<file path="src/rtl/pair_triple_stim_gen.sv">
// Stimulus source for the pair/triple detector: sweeps all 3-bit patterns over valid/ready
// and presents the expected majority result. Define PATGEN_GRAY_EN for Gray-order sweeps.
module pair_triple_stim_gen #(
  parameter int REPW = 4,
  parameter int CNTW = 8
) (
  input  logic            clk,
  input  logic            rst_n,
  input  logic            start,
  input  logic [REPW-1:0] reps,
  output logic            out0,
  output logic            out1,
  output logic            out2,
  output logic            out_val,
  input  logic            out_rdy,
  output logic            exp,
  output logic            busy,
  output logic            done,
  output logic [CNTW-1:0] pair_count
);

  typedef enum logic [1:0] {
    IDLE,
    RUN,
    DONE
  } state_t;

  state_t          state, state_d;
  logic [2:0]      idx, idx_d;
  logic [REPW-1:0] rem, rem_d;
  logic [CNTW-1:0] cnt, cnt_d;
  logic [2:0]      seq_pat;
  logic [2:0]      pat;
  logic            xfer;

`ifdef PATGEN_GRAY_EN
  assign seq_pat = idx ^ (idx >> 1);
`else
  assign seq_pat = idx;
`endif

  // Pattern lines are forced low outside RUN so the detector sees a quiet bus.
  assign busy       = (state == RUN);
  assign done       = (state == DONE);
  assign pat        = busy ? seq_pat : 3'b000;
  assign out0       = pat[0];
  assign out1       = pat[1];
  assign out2       = pat[2];
  assign out_val    = busy;
  assign exp        = (pat[0] & pat[1]) | (pat[0] & pat[2]) | (pat[1] & pat[2]);
  assign xfer       = busy & out_rdy;
  assign pair_count = cnt;

  always_comb begin
    // NOTE: every signal gets its hold value first so no path leaves it unassigned (no latch).
    state_d = state;
    idx_d   = idx;
    rem_d   = rem;
    cnt_d   = cnt;
    unique case (state)
      IDLE: begin
        if (start && (reps != '0)) begin
          rem_d   = reps;
          idx_d   = 3'd0;
          cnt_d   = '0;
          state_d = RUN;
        end
      end
      RUN: begin
        if (xfer) begin
          if (exp && (cnt != '1)) cnt_d = cnt + CNTW'(1);
          if (idx == 3'd7) begin
            rem_d = rem - REPW'(1);
            idx_d = 3'd0;
            if (rem == REPW'(1)) state_d = DONE;
          end else begin
            idx_d = idx + 3'd1;
          end
        end
      end
      DONE:    state_d = IDLE;
      default: state_d = IDLE;
    endcase
  end

  always_ff @(posedge clk) begin
    // NOTE: state registers use non-blocking assignments so all updates see pre-edge values.
    if (!rst_n) begin
      state <= IDLE;
      idx   <= 3'd0;
      rem   <= '0;
      cnt   <= '0;
    end else begin
      state <= state_d;
      idx   <= idx_d;
      rem   <= rem_d;
      cnt   <= cnt_d;
    end
  end

endmodule

</file>
<file path="config.mk">
export PLATFORM = sky130hd
export DESIGN_NAME = pair_triple_stim_gen
export DESIGN_NICKNAME = d
export VERILOG_FILES = /design/src/rtl/pair_triple_stim_gen.sv
export SDC_FILE = /design/constraint.sdc
export NUM_CORES = 1
export LEC_CHECK = 0
export ABC_CLOCK_PERIOD_IN_PS = 4150
export BUFFER_PORTS_ARGS = -buffer_cell sky130_fd_sc_hd__buf_2
export CAP_MARGIN = 30
export CELL_PAD_IN_SITES_DETAIL_PLACEMENT = 1
export CELL_PAD_IN_SITES_GLOBAL_PLACEMENT = 1
export CORE_ASPECT_RATIO = 1.4
export CORE_UTILIZATION = 44
export CTS_BUF_LIST = sky130_fd_sc_hd__clkbuf_2
export CTS_CLUSTER_DIAMETER = 30
export DETAILED_ROUTE_END_ITERATION = 8
export GPL_ROUTABILITY_DRIVEN = 0
export GPL_TIMING_DRIVEN = 0
export HOLD_SLACK_MARGIN = 0.02
export PLACE_DENSITY = 0.93
export SKIP_CTS_REPAIR_TIMING = 1
export SYNTH_ARGS = -nofsm -noshare
export SYNTH_HDL_FRONTEND = slang
export SYNTH_SLANG_ARGS = --single-unit
</file>
<file path="constraint.sdc">
create_clock -name clk -period 4.15 [get_ports clk]
set_input_delay 0.2075 -clock clk [delete_from_list [all_inputs] [get_ports clk]]
set_output_delay 0.2075 -clock clk [all_outputs]
set_load 0.05 [all_outputs]
</file>
**Word level (Yosys, flattened, before mapping)**

Cells that the tools add are included.

- Add/subtract/negate cells: 3
- Equal/unequal tests: 10
- Muxes and demuxes: 18
- Bitwise operators: 6
- Reduce and logical (&&, ||, !) cells: 9

Operators by type and width:

| cell | number |
|---|---|
| $mux W8 | 3 |
| $pmux W8 S2 | 1 |
| $mux W3 | 4 |
| $mux W4 | 3 |
| $reduce_and A4 Y1 | 3 |
| $add A8 B1 Y8 const B | 1 |
| $mux W2 | 4 |
| $ne A2 B1 Y1 const B | 4 |
| $ne A8 B8 Y1 const B | 1 |
| $pmux W4 S2 | 1 |
| $pmux W3 S2 | 1 |
| $and A1 B1 Y1 | 4 |
| $eq A4 B1 Y1 const B | 1 |
| $pmux W2 S2 | 1 |
| $reduce_bool A4 Y1 | 1 |
| $sub A4 B1 Y4 const B | 1 |
| $add A3 B1 Y3 const B | 1 |
| $eq A3 B3 Y1 const B | 1 |
| $reduce_and A3 Y1 | 1 |
| $eq A2 B1 Y1 const B | 1 |
| $eq A2 B2 Y1 const B | 1 |
| $logic_and A1 B1 Y1 | 2 |
| $logic_not A2 Y1 | 1 |
| $ne A2 B2 Y1 const B | 1 |
| 2 further kinds | 3 |

- Register bits: 17
- Bits of input ports: 8
- Output and inout bits: 15
- Word-level logic and storage cells: 50

**Longest topological paths before layout**

Gate-level depths: netlist of the first run.

- Depth after elaboration: 9
- Gate-level depth with buffers: 6
- Depth with buffers taken out: 6

**Worst setup path after synthesis of the first run**

OpenSTA, ideal clock, no wires.

- Path type: reg-to-output
- Start: register state[0]
- End: output exp
- Data arrival time: 1.773 ns
- Required time: 3.943 ns
- Path slack: 2.170 ns
- Stages on the path, launching flop included: 5
- Buffers on the path: 2
- Cell sequence: dfxtp_1 > nor2b_1 > buf_2 > clkbuf_1 > and2_1

- Longest elaborated chain between the ends: 5
- Elaborated cells on any way between the ends: 7
- Those cells by class: 1 x eq/ne; 1 x mux; 5 x bitwise

Ends and longest elaborated chain:

| element | line | text |
|---|---|---|
| from (decl) | 28 | `state_t state, state_d;` |
| from (signal assigned) | 94 | `state <= state_d;` |
| $eq A2 B1 Y1 * | 43 | `assign busy = (state == RUN);` |
| named net busy | 17 | `output logic busy,` |
| $mux W3 * | 45 | `assign pat = busy ? seq_pat : 3'b000;` |
| $and A1 B1 Y1 | 50 | `assign exp = (pat[0] & pat[1]) \| (pat[0] & pat[2]) \| (pat[1] & pat[2]);` |
| $or A1 B1 Y1 | 50 |  |
| $or A1 B1 Y1 * | 50 |  |
| to (decl) | 16 | `output logic exp,` |

Mark *: on every way through the listed nets, which the timed path passes. The rest lies on a longest branch.

**Worst setup path in the final report of the first run**

- Start: register state[0]
- End: output out0

- Longest elaborated chain between the ends: 2

Ends and longest elaborated chain:

| element | line | text |
|---|---|---|
| $eq A2 B1 Y1 | 43 |  |
| $mux W3 | 45 |  |
| to (decl) | 11 | `output logic out0,` |

No other way between the ends.

==> impl_metrics.csv, run 1 <==
group,metric,value,unit
status,status,"complete, no violations",
global_route,gr-total-overflow,0,
floorplan,num_io_pins,23,
sta,fin_setup_tns,0,ns
sta,worst_slew_pin_slew,0.612,ns
final_layout,drive_above_1_share,0.236,
global_route,grt_pass1_wl,4.79,mm
job,drv_cap,0,
setup_path,r2r_end,"rem[3]",
clock_network,cts.sinks,17,
floorplan,design.die.area,2570,um^2
setup_path,worstPathArrival,1.87,ns
final_layout,num_antenna_cells,0,
floorplan,num_rows,20,
final_layout,regArea,340,um^2
setup_path,crit_buf_inv,3,
final_layout,final_cells,170,
setup_path,cpMostUsedCell,"buf_2",
setup_path,critPathKind,"flop to primary output",
drt,wl_per_cell,16.4,um
clock_network,htree_levels,1,
drt,drt-initial-drc-count,9,
drt,totalWireLength,2.78,mm
clock_network,root_buffer,"clkbuf_2",
global_route,antenna_found_initial,0,
setup_path,critPathLaunchType,"flop",
power,finalPower,314,uW
floorplan,design.core.area,2200,um^2
clock_network,clk_pin_slew,0.19,ns
sta,slew_violations,0,
setup_path,path_delay_family,"buffers and inverters",
sta,finalSetupViolations,0,
power,p_leak,0.494,nW
setup_path,r2r_start,"idx[0]",
drt,vias,1050,
synth,syn_nets,136,
drt,drc,0,
synth,ys_types,43,
global_route,grt_pass1_vias,1086,
setup_path,cp_max_fo,11,
clock_network,clockBufferDepth,2,
final_layout,final_cell_area,1200,um^2
sta,rsz0062_at_grt,"no",
setup_path,crit_required,3.94,ns
setup_path,crit_chain,"nor2b_1, buf_2, clkbuf_1, and2_1, buf_2",
setup_path,cp.depth,5,
final_layout,multi_input_area,642,um^2
global_route,grt_usage,0.244,
final_layout,final_nets,162,
drt,ant_nets,0,
synth,synth.ff_latch_count,17,
setup_path,r2r_cells,6,
synth,syn_inst,123,
final_layout,final_core_util,0.543,
placement,placed_area,1180,um^2
setup_path,slowest_stage,"dfxtp_1",
synth,synth_warnings,0,
drt,vias_per_cell,6.18,
sta,finalCriticalPeriod,2.08,ns
floorplan,start_util,0.474,
setup_path,critPathCaptureType,"primary output",
synth,syn_area,1040,um^2
synth,syn_avg_cell_area,8.48,um^2
final_layout,nFillCells,289,
global_route,grt_max_degree,12,
drt,drtPass1Iterations,3,
clock_network,cts_buffers,3,
floorplan,die_y,59.6,um
power,power_density,262,nW/um^2
clock_network,clk_latency,0.30,ns
sta,fin_crit_sh,0.501,
placement,io_buffer_count,21,
sta,fmax,0.481,GHz
final_layout,layout-area-overhead-vs-synth,14.6,%
setup_path,critPathLaunch,"state[0]",
setup_path,regToRegSetupSlack,2.45,ns
sta,slew_headroom,0.589,
sta,hold_violations,0,
floorplan,die_w,43.2,um
sta,skew,0.0182,ns
placement,dpl.hpwl,2.18,mm
synth,synth-seq-area-share,0.326,
setup_path,max_stage_delay,0.39,ns
setup_path,cp-endpoint,"out0",
placement,dp_cells,166,
hold_path,worstHoldPathType,"primary input to flop",
power,ir_drop,141,uV
clock_network,cts_tree,"done",
==> synth_stat cells, drive strengths merged <==
| cell | n | area (um^2) |
|---|---|---|
| nor4 | 1 | 6.26 |
| or2 | 1 | 6.26 |
| ha | 5 | 62.6 |
| o2111ai | 1 | 8.76 |
| nand2b | 2 | 20.0 |
| maj3 | 1 | 10.0 |
| a41oi | 1 | 8.76 |
| o211ai | 4 | 30.0 |
| and2 | 4 | 25.0 |
| a211oi | 1 | 7.51 |
| a311oi | 1 | 15.0 |
| a21oi | 7 | 35.0 |
| o311ai | 2 | 17.5 |
| o2111a | 2 | 22.5 |
| nand4 | 2 | 12.5 |
| o31a | 1 | 8.76 |
| nor2 | 4 | 15.0 |
| a21o | 1 | 7.51 |
| clkbuf | 5 | 18.8 |
| a2111o | 1 | 11.3 |
| dfxtp | 17 | 340 |
| buf | 4 | 31.3 |
| nand3 | 6 | 30.0 |
| a2bb2oi | 1 | 8.76 |
| o21a | 1 | 7.51 |
| nor2b | 6 | 37.5 |
| and3 | 3 | 20.0 |
| a31oi | 1 | 6.26 |
| or3b | 2 | 17.5 |
| nand3b | 2 | 15.0 |
| nor3 | 3 | 15.0 |
| mux2i | 1 | 10.0 |
| o31ai | 2 | 15.0 |
| o21ai | 7 | 35.0 |
| or3 | 2 | 12.5 |
| nand2 | 10 | 37.5 |
| inv | 3 | 11.3 |
| nand4b | 4 | 35.0 |
| a2111oi | 1 | 8.76 |
==> placed cells by master (no fill, tap or decap), drive strengths merged, types with 2 or more instances in the layout <==
| cell type | count |
|---|---|
| nand4 | 2 |
| clkbuf | 8 |
| nand3b | 2 |
| nand2b | 2 |
| inv | 3 |
| nor3 | 3 |
| nand4b | 4 |
| nor2 | 4 |
| nand3 | 6 |
| dfxtp | 17 |
| and3 | 3 |
| nand2 | 10 |
| a21oi | 7 |
| o211ai | 4 |
| o311ai | 2 |
| nor2b | 6 |
| buf | 25 |
| ha | 5 |
| o2111a | 2 |
| o21ai | 7 |
| or3 | 2 |
| or3b | 2 |
| o31ai | 2 |
| and2 | 4 |
==> worst register-to-register path, stage by stage (launching register included) <==
cell	delay, ns
dfxtp_1	0.43
ha_1	0.17
ha_1	0.18
nand3_1	0.09
o21a_1	0.17
or2_2	0.34
o31ai_1	0.23
==> kinds of logic (layout without fill, tap and decap cells) <==
logic type / Yosys count / count (layout) / synth area share
simple gates: 52 / 52 / 0.293
compound gates: 35 / 35 / 0.243
flops: 17 / 17 / 0.326
buf+inv: 12 / 37 / 0.0587
fa+ha+maj: 6 / 6 / 0.0695
mux: 1 / 1 / 0.00959
==> sequential cells by signal (all words and copies together), names as in the netlist <==
signal,cells
idx,3
pair_count,8
state,2
rem,4
==> layout make-up <==
| type | instances | share of cell area |
|---|---|---|
| Timing Repair Buffer | 21 | 0.0879 |
| Multi-Input combinational cell | 94 | 0.537 |
| Clock buffer | 3 | 0.0126 |
| Inverter | 3 | 0.00941 |
| Buffer | 9 | 0.0418 |
| Tap cell | 22 | 0.0230 |
| Clock inverter | 1 | 0.00418 |
| Sequential cell | 17 | 0.285 |
==> through the flow <==
stage,hold slack (ns),worst slack [ns]
after CTS,0.177,2.03
after global routing,0.167,1.89
final,0.196,2.07
after floorplan,0.372,2.17
after detailed placement,0.498,2.42
after global placement,0.486,2.49
==> how the worst min path moves through the flow <==
stage               depth (start not counted)  slack, ns     from  endpoint
floorplan                                   2       0.37  out_rdy    idx[1]
global placement                            2       0.49   rem[1]    rem[1]
detailed placement                          2       0.50   rem[1]    rem[1]
CTS                                         3       0.18  out_rdy    idx[1]
global route                                3       0.17  out_rdy    idx[1]
finish                                      3       0.20  out_rdy    idx[1]
==> where the power goes <==
| part | internal (mW) | switching, mW | leakage (nW) |
|---|---|---|---|
| Sequential | 0.169 | 0.00484 | 0.138 |
| Combinational | 0.0228 | 0.0402 | 0.340 |
| Clock | 0.0218 | 0.0554 | 0.0164 |
==> per-layer routing <==
| layer | routed length, um | track usage | vias up |
|---|---|---|---|
| met5 | 0 | 0 | - |
| met4 | 61 | 0.113 | 0 |
| met3 | 80 | 0.0457 | 6 |
| met2 | 1470 | 0.448 | 27 |
| met1 | 1170 | 0.265 | 502 |
| li1 | - | - | 515 |
Note: power is estimated with default switching activity, not from simulation.
==> inputs of run 2 (changes only) <==
- ABC_CLOCK_PERIOD_IN_PS: 4150 -> 1900
- CORE_UTILIZATION: 44 -> 37
- PLACE_DENSITY: 0.93 -> 0.84
- clock period: 4.15 -> 1.9 ns (I/O delays scaled with it)
==> run 2 against run 1 <==
  * Clock power increased by 130%
  * Critical endpoint is now out2
  * Total power increased by 120%
  * Final area increased by 2.7%
  * Non-clock buffer count unchanged
  * Sequential power increased by 120%
==> impl_metrics.csv, run 2 (same netlist as run 1, synthesis figures left out) <==
group,metric,value,unit
status,status,"complete, no violations",
sta,worst_slew_pin_slew,0.709,ns
setup_path,critPathKind,"flop to primary output",
final_layout,final_core_util,0.465,
setup_path,cp_max_fo,11,
drt,vias_per_cell,5.68,
clock_network,clk_latency,0.30,ns
setup_path,cpMostUsedCell,"clkbuf_4",
sta,hold_violations,0,
placement,pre_cts_ws,0.213,ns
power,power_density,567,nW/um^2
final_layout,final_nets,162,
global_route,globalRouteMet1Util,0.258,
final_layout,final_common_cell,"buf_2",
final_layout,nFillCells,349,
power,p_leak,0.496,nW
sta,fmax,0.557,GHz
sta,finalSetupViolations,0,
placement,dpl.hpwl,2.26,mm
drt,drc,0,
final_layout,drive_above_1_share,0.243,
clock_network,cts_buffers,3,
final_layout,final_cell_area,1230,um^2
sta,rsz0062_at_grt,"no",
final_layout,largest_reg_flops,8,
floorplan,num_io_pins,23,
clock_network,root_buffer,"clkbuf_2",
global_route,grt_max_degree,12,
final_layout,regArea,340,um^2
sta,fin_crit_sh,0.945,
global_route,gr-total-overflow,0,
clock_network,cts.sinks,17,
setup_path,crit_chain,"nor2b_1, clkbuf_4, clkbuf_4, and2_1, clkbuf_4",
floorplan,start_util,0.395,
setup_path,worstPathArrival,1.70,ns
drt,drt-initial-drc-count,20,
global_route,grt_util_met2,0.415,
clock_network,cts_tree,"done",
setup_path,critPathLaunchType,"flop",
sta,slew_violations,0,
drt,drtPass1Iterations,4,
drt,ant_nets,0,
final_layout,multi_input_area,643,um^2
global_route,grt_pass1_vias,1105,
final_layout,final_cell_mix,"18 x buf_2, 17 x dfxtp_1, 10 x nand2_1",
global_route,grt_pass1_wl,5.09,mm
floorplan,design.die.area,3040,um^2
sta,skew,0.0151,ns
floorplan,num_rows,22,
hold_path,worstHoldPathType,"primary input to flop",
placement,placed_area,1190,um^2
drt,vias,1045,
setup_path,crit_required,1.80,ns
floorplan,die_y,64.8,um
clock_network,htree_levels,1,
floorplan,design.core.area,2640,um^2
job,drv_cap,0,
clock_network,clockBufferDepth,2,
global_route,grt_use_met3,0.0251,
setup_path,critPathCaptureType,"primary output",
power,ir_drop,375,uV
clock_network,clk_pin_slew,0.18,ns
final_layout,layout-area-overhead-vs-synth,17.7,%
final_layout,num_antenna_cells,0,
setup_path,slowest_stage,"dfxtp_1",
drt,totalWireLength,2.93,mm
global_route,antenna_found_initial,0,
floorplan,die_w,46.9,um
drt,wl_per_cell,15.9,um
setup_path,max_stage_delay,0.42,ns
global_route,grt_busiest_layer,"met2",
placement,io_buffer_count,21,
global_route,grt_usage,0.225,
sta,finalCriticalPeriod,1.79,ns
sta,worst_slack,0.105,ns
sta,slew_headroom,0.523,
[run 2: changes by cell type in the layout (fill, tap and decap cells not counted), sizes merged]
| cell | change |
|---|---|
| clkinv | -1 |
| clkbuf | +5 |
| buf | -4 |
[run 2: worst paths after layout]
path / startpoint / endpoint / slack (ns) / cells past startpoint
worst max-delay path: state[1] / out2 / 0.11 / 5
worst min-delay path: out_rdy / idx[1] / 0.09 / 3
worst max register to register: idx[0] / rem[0] / 0.19 / 6
worst min register to register: rem[3] / rem[3] / 0.52 / 2
[run 2: critical path: cells and delay by family (launching register included)]
kind	cells	cell delay [ns]
flip-flops	1	0.42
buffers and inverters	3	0.67
AND/OR/NAND/NOR	2	0.30
[run 2: cell type report]
cell class / instances / area share
flip-flops and latches: 17 / 0.277
inverters: 3 / 0.00916
repair buffers: 21 / 0.0916
multi-input cells: 94 / 0.523
plain buffers: 9 / 0.0458
well taps: 36 / 0.0367
clock buffers: 4 / 0.0163
[run 2: metrics by stage]
step | instances | hold slack [ns] | setup TNS, ns | power [mW]
2_1_floorplan | 123 | 0.259 | 0 | 0.484
3_3_place_gp | 180 | 0.420 | 0 | 0.518
3_5_place_dp | 180 | 0.436 | 0 | 0.526
4_1_cts | 184 | 0.0862 | -0.616 | 0.698
5_1_grt | 184 | 0.0881 | 0 | 0.739
6_report | 184 | 0.0908 | 0 | 0.696
[run 2: power breakdown]
part	internal (mW)	total, mW	switching (mW)
combinational	0.0524	0.143	0.0901
clock	0.0558	0.174	0.119
sequential	0.369	0.379	0.0104
total	0.477	0.696	0.219
[run 2: routing by layer]
layer  part of all wire  wire [um]  vias up
li1                   -          -      512
met1               0.41       1200      511
met2               0.55       1620       18
met3              0.023         67        4
met4              0.012         34        0
met5                  0          0        -
==> inputs of run 3 (changes only) <==
- ABC_AREA: not set -> 1
- CORE_UTILIZATION: 37 -> 34
- PLACE_DENSITY: 0.84 -> 0.83
==> run 3 against run 2 <==
  * First-iteration DRC count decreased by 30%
  * Clock power increased by 4%
  * Wire length increased by 0.82%
  * Largest cell class unchanged
  * Largest power group unchanged
==> impl_metrics.csv, run 3 <==
group,metric,value,unit
status,status,"complete, no violations",
floorplan,start_util,0.367,
global_route,grt_pass1_vias,1127,
synth,synth_warnings,0,
sta,worst_slew_pin_slew,0.478,ns
sta,finalSetupViolations,0,
drt,drt-initial-drc-count,14,
floorplan,num_rows,23,
final_layout,final_cell_mix,"47 x nand2_1, 23 x inv_1, 21 x nor2_1",
global_route,gr-total-overflow,0,
clock_network,htree_levels,1,
sta,hold_violations,0,
synth,synth.largest_area_cell,"dfxtp_1",
final_layout,final_common_cell,"nand2_1",
setup_path,critPathLaunch,"state[0]",
drt,met3WireLength,82,um
clock_network,cts_buffers,3,
setup_path,r2r_start,"pair_count[0]",
floorplan,die_w,49.6,um
power,p_leak,0.624,nW
clock_network,clk_pin_slew,0.20,ns
placement,placed_area,1230,um^2
synth,ys_types,24,
final_layout,drive_above_1_share,0.189,
clock_network,root_buffer,"clkbuf_2",
drt,topRoutingLayerUsed,"met4",
power,power_density,717,nW/um^2
drt,drtPass1Iterations,4,
drt,ant_nets,0,
final_layout,final_cells,233,
job,drv_cap,0,
global_route,grt_pass1_wl,5.05,mm
synth,ys_top_cells_by_count,"47 x nand2_1, 23 x inv_1, 21 x nor2_1, 20 x nand3_1, 17 x dfxtp_1",
clock_network,cts.sinks,17,
synth,synth_most_common_cell,"nand2_1",
sta,fin_crit_sh,0.921,
synth,syn_nets,184,
final_layout,num_antenna_cells,0,
global_route,grt_usage,0.197,
sta,slew_headroom,0.681,
drt,vias,1148,
drt,drc,0,
placement,dp_cells,229,
floorplan,num_io_pins,23,
setup_path,regToRegSetupSlack,0.25,ns
synth,synth_edf_count,0,
global_route,grt_max_degree,12,
global_route,antenna_found_initial,0,
final_layout,largest_reg_flops,8,
synth,synth_top_area_frac,0.316,
final_layout,final_nets,210,
sta,finalCriticalPeriod,1.75,ns
hold_path,min_to,"state[1]",
synth,synth_area_leaders,"dfxtp_1 32%, nand2_1 16%, nand3_1 9.3%",
placement,dpl.hpwl,2.27,mm
power,finalPower,900,uW
floorplan,die_y,68.6,um
sta,fin_setup_tns,0,ns
sta,fmax,0.571,GHz
hold_path,worstHoldPathType,"primary input to flop",
synth,async_reset_ff_frac,0,
synth,synth.ff_latch_count,17,
synth,synthFlopType,"dfxtp_1",
drt,totalWireLength,2.95,mm
setup_path,worstPathArrival,1.66,ns
drt,wl_met1,1.32,mm
power,ir_drop,362,uV
clock_network,clockBufferDepth,2,
setup_path,r2r_end,"pair_count[7]",
setup_path,cp_max_fo,10,
setup_path,crit_required,1.80,ns
setup_path,critPathLaunchType,"flop",
floorplan,design.core.area,2940,um^2
hold_path,min-delay-start,"out_rdy",
clock_network,clk_latency,0.34,ns
synth,syn_inst,171,
sta,slew_violations,0,
setup_path,critPathCaptureType,"primary output",
drt,wl_per_cell,12.7,um
floorplan,design.die.area,3400,um^2
clock_network,cts_tree,"done",
synth,syn_area,1080,um^2
hold_path,hold-path-cell-count,3,
final_layout,layout-area-overhead-vs-synth,16.5,%
setup_path,r2r_cells,10,
synth,syn_avg_cell_area,6.31,um^2
synth,synth-seq-area-share,0.316,
drt,wl_met2,1.51,mm
final_layout,final_cell_area,1260,um^2
sta,rsz0062_at_grt,"no",
setup_path,critPathKind,"flop to primary output",
drt,vias_per_cell,4.93,
placement,io_buffer_count,21,
sta,skew,0.0267,ns
-- run 3: changes by cell type after synthesis, moves of 6 or more --
cell     delta
inv_1      +20
nand2_1    +37
nand3_1    +14
nor2_1     +17
nor2b_1     -6
-- run 3: critical path: stages, from the launching register on --
cell and delay (ns):
dfxtp_2 0.42, inv_2 0.05, nor2_4 0.11, inv_2 0.08
clkbuf_1 0.23, nor2_1 0.16, clkbuf_4 0.25
-- run 3: layer usage --
metal	vias to the layer above	GRT usage
li1	586	-
met1	533	0.219
met2	22	0.377
met3	7	0.0241
met4	0	0.0786
met5	-	0
-- run 3: worst max-delay path by stage --
stage                          endpoint  slack [ns]  depth (start not counted)
after global placement    pair_count[7]        0.33                         10
after floorplan           pair_count[7]        0.13                         10
after detailed placement  pair_count[0]        0.30                         10
after global routing               out0       0.006                          6
after CTS                          out2        0.06                          6
final                              out2        0.15                          6
-- run 3: cell families after synthesis --
group,count (synthesis),share of synthesized area
simple gates,99,0.393
buf+inv,30,0.116
compound gates,17,0.0928
flops,17,0.316
fa+ha+maj,5,0.0580
xor+xnor,3,0.0244
-- run 3: final cells by class --
type | count | area (um^2)
clock buffer | 3 | 15.0
tap | 37 | 46.3
fill | 423 | 1680
inverter | 25 | 93.8
timing repair buffer | 21 | 110
clock inverter | 1 | 5.00
sequential | 17 | 342
multi-input combinational | 124 | 613
buffer | 5 | 31.3
-- run 3: where the power goes --
group	switching, mW	internal (mW)
logic	0.209	0.0950
clock network	0.133	0.0476
registers	0.0308	0.385
total	0.373	0.528
-- run 3: per-stage QoR --
| stage | hold WS [ns] | setup WS, ns | util |
|---|---|---|---|
| after detailed placement | 0.451 | 0.300 | 0.419 |
| after CTS | 0.0812 | 0.0574 | 0.426 |
| final | 0.0717 | 0.150 | 0.428 |
| after floorplan | 0.312 | 0.132 | - |
| after global placement | 0.437 | 0.335 | 0.419 |
| after global routing | 0.0814 | 0.00575 | 0.428 |
